### config.mk
export PLATFORM = sky130hd
export DESIGN_NAME = match_sequencer
export DESIGN_NICKNAME = d
export VERILOG_FILES = /design/src/rtl/game_pkg.sv /design/src/rtl/ball_lfsr8.sv /design/src/rtl/match_sequencer.sv
export SDC_FILE = /design/constraint.sdc
export NUM_CORES = 1
export LEC_CHECK = 0
export CORE_MARGIN = 4
export CORE_UTILIZATION = 25
export CTS_BUF_LIST = sky130_fd_sc_hd__clkbuf_4
export CTS_CLUSTER_DIAMETER = 80
export DETAILED_ROUTE_END_ITERATION = 8
export DONT_BUFFER_PORTS = 1
export PLACE_DENSITY = 0.5
export SYNTH_ARGS = -nofsm -noshare
export SYNTH_HDL_FRONTEND = slang
export SYNTH_SLANG_ARGS = --single-unit
### constraint.sdc
create_clock -name clk_25MHZ -period 6.9 [get_ports clk_25MHZ]
set_clock_uncertainty 0.05 [all_clocks]
set_input_delay 1.035 -clock clk_25MHZ [delete_from_list [all_inputs] [get_ports clk_25MHZ]]
set_output_delay 1.035 -clock clk_25MHZ [all_outputs]
set_load 0.03 [all_outputs]
### src/rtl/game_pkg.sv
// Shared types and helpers for the match sequencer and its ball-type LFSR.
package game_pkg;

    typedef enum logic [1:0] {
        IDLE       = 2'd0,
        SERVE_WAIT = 2'd1,
        PLAY       = 2'd2,
        MATCH_OVER = 2'd3
    } state_t;

    localparam logic [1:0] BALL_PINGPONG = 2'd0;
    localparam logic [1:0] BALL_SOCCER   = 2'd1;
    localparam logic [1:0] BALL_BASKET   = 2'd2;

    // Taps 8,6,5,4 expressed as bit positions 7,5,4,3.
    localparam logic [7:0] LFSR_TAPS = 8'b1011_1000;

    localparam int SERVE_CNT_W = 26;

    function automatic logic [7:0] lfsr_next(input logic [7:0] cur);
        return {cur[6:0], ^(cur & LFSR_TAPS)};
    endfunction

    function automatic logic [1:0] ball_from_lfsr(input logic [7:0] v);
        return (v[1:0] == 2'd3) ? BALL_PINGPONG : v[1:0];
    endfunction

endpackage

### src/rtl/ball_lfsr8.sv
// 8-bit Fibonacci LFSR that picks ball types; steps on request, reloads its seed on demand.
module ball_lfsr8
    import game_pkg::*;
(
    input  logic       clk_25MHZ,
    input  logic       reset_n,
    input  logic       step,
    input  logic       reload,
    input  logic [7:0] seed,
    output logic [7:0] q
);

    logic [7:0] lfsr_d;
    logic [7:0] lfsr_q;

    always_comb begin
        lfsr_d = lfsr_q;
        if (reload) begin
            lfsr_d = seed;
        end else if (step) begin
            lfsr_d = lfsr_next(lfsr_q);
        end
    end

    always_ff @(posedge clk_25MHZ) begin
        if (!reset_n) begin
            lfsr_q <= seed;
        end else begin
            lfsr_q <= lfsr_d;
        end
    end

    assign q = lfsr_q;

endmodule

### src/rtl/match_sequencer.sv
// Match-level sequencer: serve timing, score, lives and ball-type selection.
// Optional speed levels are enabled with `define SPEED_LEVEL_EN.
module match_sequencer
    import game_pkg::*;
#(
    parameter int unsigned SERVE_DELAY = 25_000_000,
    parameter int unsigned MAX_LIVES   = 3,
    parameter logic [7:0]  LFSR_SEED   = 8'hA5
) (
    input  logic       clk_25MHZ,
    input  logic       reset_n,
    input  logic       btn_start,
    input  logic       game_over,
    input  logic       rand_en,
    input  logic       collision_detected,
    output logic       game_start,
    output logic [1:0] rand_ball,
    output logic [7:0] score,
    output logic [1:0] lives,
    output logic       match_over,
    output logic [1:0] level
);

    localparam logic [SERVE_CNT_W-1:0] DELAY_L     = SERVE_CNT_W'(SERVE_DELAY);
    localparam logic [1:0]             MAX_LIVES_L = 2'(MAX_LIVES);

    state_t                 state_d, state_q;
    logic [SERVE_CNT_W-1:0] cnt_d, cnt_q;
    logic                   game_start_d, game_start_q;
    logic [1:0]             rand_ball_d, rand_ball_q;
    logic [7:0]             score_d, score_q;
    logic [1:0]             lives_d, lives_q;
    logic                   match_over_d, match_over_q;
    logic                   go_prev_q, re_prev_q, col_prev_q;
    logic                   go_rise, re_rise, col_rise;
    logic                   lfsr_step, lfsr_reload;
    logic [7:0]             lfsr_q;
    logic [SERVE_CNT_W-1:0] reload_val;

    ball_lfsr8 u_lfsr (
        .clk_25MHZ (clk_25MHZ),
        .reset_n   (reset_n),
        .step      (lfsr_step),
        .reload    (lfsr_reload),
        .seed      (LFSR_SEED),
        .q         (lfsr_q)
    );

    assign go_rise  = game_over & ~go_prev_q;
    assign re_rise  = rand_en & ~re_prev_q;
    assign col_rise = collision_detected & ~col_prev_q;

`ifdef SPEED_LEVEL_EN
    logic [1:0]             level_d, level_q;
    logic [SERVE_CNT_W-1:0] delay_shifted;

    // Level rises every 8 rallies and caps at 3; each level halves the serve delay.
    always_comb begin
        level_d       = (score_q[7:5] != 3'd0) ? 2'd3 : score_q[4:3];
        delay_shifted = DELAY_L >> level_q;
        reload_val    = (delay_shifted == '0) ? '0 : delay_shifted - 1'b1;
    end

    always_ff @(posedge clk_25MHZ) begin
        if (!reset_n) begin
            level_q <= 2'd0;
        end else begin
            level_q <= level_d;
        end
    end

    assign level = level_q;
`else
    assign reload_val = DELAY_L - 1'b1;
    assign level      = 2'd0;
`endif

    always_comb begin
        state_d      = state_q;
        cnt_d        = cnt_q;
        game_start_d = 1'b0;
        rand_ball_d  = rand_ball_q;
        score_d      = score_q;
        lives_d      = lives_q;
        lfsr_step    = 1'b0;
        lfsr_reload  = 1'b0;

        unique case (state_q)
            IDLE: begin
                score_d = 8'd0;
                lives_d = MAX_LIVES_L;
                if (btn_start) begin
                    state_d = SERVE_WAIT;
                    cnt_d   = reload_val;
                end
            end
            SERVE_WAIT: begin
                if (cnt_q == '0) begin
                    game_start_d = 1'b1;
                    state_d      = PLAY;
                end else begin
                    cnt_d = cnt_q - 1'b1;
                end
            end
            PLAY: begin
                if (re_rise) begin
                    lfsr_step   = 1'b1;
                    rand_ball_d = ball_from_lfsr(lfsr_next(lfsr_q));
                end
                // A lost point on the same cycle as a hit discards the hit.
                if (go_rise) begin
                    lives_d = lives_q - 1'b1;
                    if (lives_q == 2'd1) begin
                        state_d = MATCH_OVER;
                    end else begin
                        state_d = SERVE_WAIT;
                        cnt_d   = reload_val;
                    end
                end else if (col_rise && (score_q != 8'hFF)) begin
                    score_d = score_q + 1'b1;
                end
            end
            MATCH_OVER: begin
                if (btn_start) begin
                    score_d     = 8'd0;
                    lives_d     = MAX_LIVES_L;
                    lfsr_reload = 1'b1;
                    state_d     = SERVE_WAIT;
                    cnt_d       = reload_val;
                end
            end
            default: state_d = IDLE;
        endcase

        match_over_d = (state_d == MATCH_OVER);
    end

    always_ff @(posedge clk_25MHZ) begin
        if (!reset_n) begin
            state_q      <= IDLE;
            cnt_q        <= '0;
            game_start_q <= 1'b0;
            rand_ball_q  <= BALL_PINGPONG;
            score_q      <= 8'd0;
            lives_q      <= MAX_LIVES_L;
            match_over_q <= 1'b0;
            go_prev_q    <= 1'b0;
            re_prev_q    <= 1'b0;
            col_prev_q   <= 1'b0;
        end else begin
            state_q      <= state_d;
            cnt_q        <= cnt_d;
            game_start_q <= game_start_d;
            rand_ball_q  <= rand_ball_d;
            score_q      <= score_d;
            lives_q      <= lives_d;
            match_over_q <= match_over_d;
            go_prev_q    <= game_over;
            re_prev_q    <= rand_en;
            col_prev_q   <= collision_detected;
        end
    end

    assign game_start = game_start_q;
    assign rand_ball  = rand_ball_q;
    assign score      = score_q;
    assign lives      = lives_q;
    assign match_over = match_over_q;

endmodule

==> impl_metrics.json <==
{
  "outcome": "completed",
  "die_area_um2": 12700,
  "cts_root_buf": "clkbuf_4",
  "groute.usage.overall_pct": 10.2,
  "netlist_instances": 321,
  "powerDensity_nw_per_um2": 224,
  "tightest_slew_ns": 0.906,
  "synth_compound_area_share_pct": 22.6,
  "routed-via-count": 2344,
  "timing.hold.ws_ns": 0.421,
  "io_buffers": 0,
  "yosys_warnings": 0,
  "die_h_um": 113,
  "route.met3.wl_um": 270,
  "remaining_drc_errors": 0,
  "final.fill_count": 1148,
  "overflow": 0,
  "postCtsHoldBufs": 0,
  "yosys.area_share.simple_pct": 25.0,
  "synth_edf_count": 0,
  "synth_ff_type": "dfxtp_1",
  "hpwl_um": 4450,
  "min_path_type": "flip-flop to flip-flop",
  "grt_antenna_before_repair": 0,
  "synthMuxAreaShare_pct": 1.14,
  "cts_max_level": 2,
  "drv_slew": 0,
  "cts.sinks": 53,
  "cts_inserted_buffers": 5,
  "worstPathMaxFanout": 19,
  "synth_area_um2": 2730,
  "area_growth_pct": 5.95,
  "clock_latency_ns": 0.38,
  "ant_nets": 0,
  "fin_setup_tns_ns": 0,
  "worstSetupPathType": "flip-flop to flip-flop",
  "highest_layer": "met4",
  "ys_types": 57,
  "layout_common_cells": "dfxtp_1 (53), nand2_1 (35), nor2_1 (24)",
  "max_freq_mhz": 307,
  "start_kind": "flip-flop",
  "start_util_pct": 26.1,
  "critPathCaptureType": "flip-flop",
  "p_leak_nw": 0.955,
  "synth_top_family_by_area": "simple AND/OR/NAND/NOR gates",
  "max_stage_delay_ns": 0.64,
  "fin_util_pct": 27.7,
  "grt_pass1_wl_um": 11100,
  "syn_area_per_cell_um2": 8.51,
  "drt_iter0_markers": 215,
  "synth-seq-cells": 53,
  "hold_depth": 2,
  "yosysTopAreaCell": "dfxtp_1",
  "slowest_stage": "ha_1",
  "path_clk_slew_ns": 0.19,
  "grt_max_degree": 22,
  "routed_wl_um": 6550,
  "drive_gt1_share_pct": 6.69,
  "layout_commonest_cell": "dfxtp_1",
  "core_um2": 10500,
  "antenna_cells": 0,
  "maxCapViolations": 0,
  "fin_crit_ns": 3.26,
  "num_rows": 37,
  "vdd_drop_max_v": 0.0000791,
  "gp_congestion": 0.766,
  "final_hold_viol_count": 0,
  "worst_slew_margin_rel_pct": 39.5,
  "drt_pass1_iterations": 4,
  "synth_top_area_share_pct": 38.8,
  "cp.required_ns": 7.14,
  "arrival_ns": 3.51,
  "wl_per_cell_um": 14.6,
  "tritoncts": "done",
  "vias_per_cell": 5.21,
  "reg2regPathDepth": 6,
  "period_share_pct": 47.3,
  "synth_area_leaders": "dfxtp_1 (39%), nand2_1 (4.8%), a21oi_1 (4.2%), ha_1 (3.7%), nor2_1 (3.3%)",
  "synth-adder-area-share_pct": 3.66,
  "setup_viol": 0,
  "grt_pass1_vias": 2224,
  "cts_resized": 0,
  "wl_met1_um": 3160,
  "grt_setup_unrepaired": "no",
  "num_io_pins": 22,
  "path_cells": "ha_1 -> inv_1 -> a2111oi_0 -> o21ai_2 -> or4_1 -> a21oi_1",
  "cts_setup_buffers": 0,
  "die_x_um": 113,
  "seq_area_frac_synth_pct": 38.8,
  "synthArstFlopShare_pct": 0,
  "cts_buffer_depth": 2,
  "nets": 327,
  "wl_met2_um": 3100,
  "synth-xor-area-share_pct": 4.17
}
worst max-delay path: cells and delay by family, from the launching register on:
kind	cells	cell delay (ns)
AO/OA/AOI/OAI	3	1.16
adder cells (fa/ha/maj)	1	0.64
buffers and inverters	1	0.38
flip-flops	1	0.45
AND/OR/NAND/NOR	1	0.48
area by class of cell:
type / count / area (µm²) / area share (%)
multi-input combinational: 240 / 1550 / 53.6
tap: 136 / 170 / 5.88
clock inverter: 3 / 25.0 / 0.864
sequential: 53 / 1060 / 36.6
inverter: 13 / 48.8 / 1.69
clock buffer: 5 / 37.5 / 1.30
state kept, by name, indices dropped and copies added, names as in the netlist:
signal      count
u_lfsr.q        8
state_q         2
match_over      1
col_prev_q      1
game_start      1
rand_ball       2
lives           2
score           8
re_prev_q       1
cnt_q          26
go_prev_q       1
cells in the mapped netlist, types with 2 or more instances:
library cell and number:
buf_2 2, and2_1 4, dfxtp_1 53, mux2i_1 2, a31oi_1 2, inv_1 13, or3_1 4, o21ai_1 2
o21ai_2 2, a311oi_1 2, or4_1 5, o221a_2 3, nor4_1 8, buf_4 3, o2111ai_1 6, a211o_1 5
o211ai_1 2, nand2b_1 2, clkbuf_1 11, nand2_1 35, o41a_1 2, xnor2_1 9, nand4_1 4, o31ai_1 4
nand3b_1 3, nand3_1 12, o21a_1 5, xor2_1 4, nor2b_1 2, and3_1 3, o22ai_1 2, nor3b_1 2
a2111oi_0 3, ha_1 8, a211oi_1 6, nor3_1 9, nor2_1 24, a21oi_1 23, o21ai_0 12
final timing paths:
check	startpoint	slack, ns	to
setup reg to reg	state_q[0]	3.64	cnt_q[15]
hold reg to reg	u_lfsr.q[2]	0.42	u_lfsr.q[3]
hold / removal	u_lfsr.q[2]	0.42	u_lfsr.q[3]
setup / recovery	state_q[0]	3.64	cnt_q[15]
power breakdown:
group | switching [mW] | total [mW] | internal (mW)
Clock | 0.111 | 0.153 | 0.0418
Combinational | 0.0882 | 0.142 | 0.0535
Sequential | 0.0274 | 0.353 | 0.326
through the flow:
stage | setup WS [ns] | instance area [µm²] | instances | power [mW]
finish | 3.64 | 2900 | 450 | 0.648
global placement | 3.84 | 2830 | 442 | 0.500
detailed placement | 3.70 | 2830 | 442 | 0.501
global route | 3.23 | 2900 | 450 | 0.684
floorplan | 4.33 | 2740 | 322 | 0.471
CTS | 3.62 | 2900 | 450 | 0.652
per-layer routing:
metal  track usage (%)  up-vias
li1                  -     1159
met1              13.6     1136
met2              16.8       47
met3              2.37        2
met4              2.48        0
met5                 0        -
logic make-up (layout without fill, tap and decap cells):
kind of cell / after synthesis / count (layout)
AOI/OAI and AO/OA: 88 / 88
xor gates and xnor gates: 13 / 13
adders and majority gates: 8 / 8
buffers and inverters: 29 / 21
DFF: 53 / 53
muxes: 3 / 3
other: 1 / 2
and+or+nand+nor: 126 / 126
Note: power is estimated with default switching activity, not from simulation.
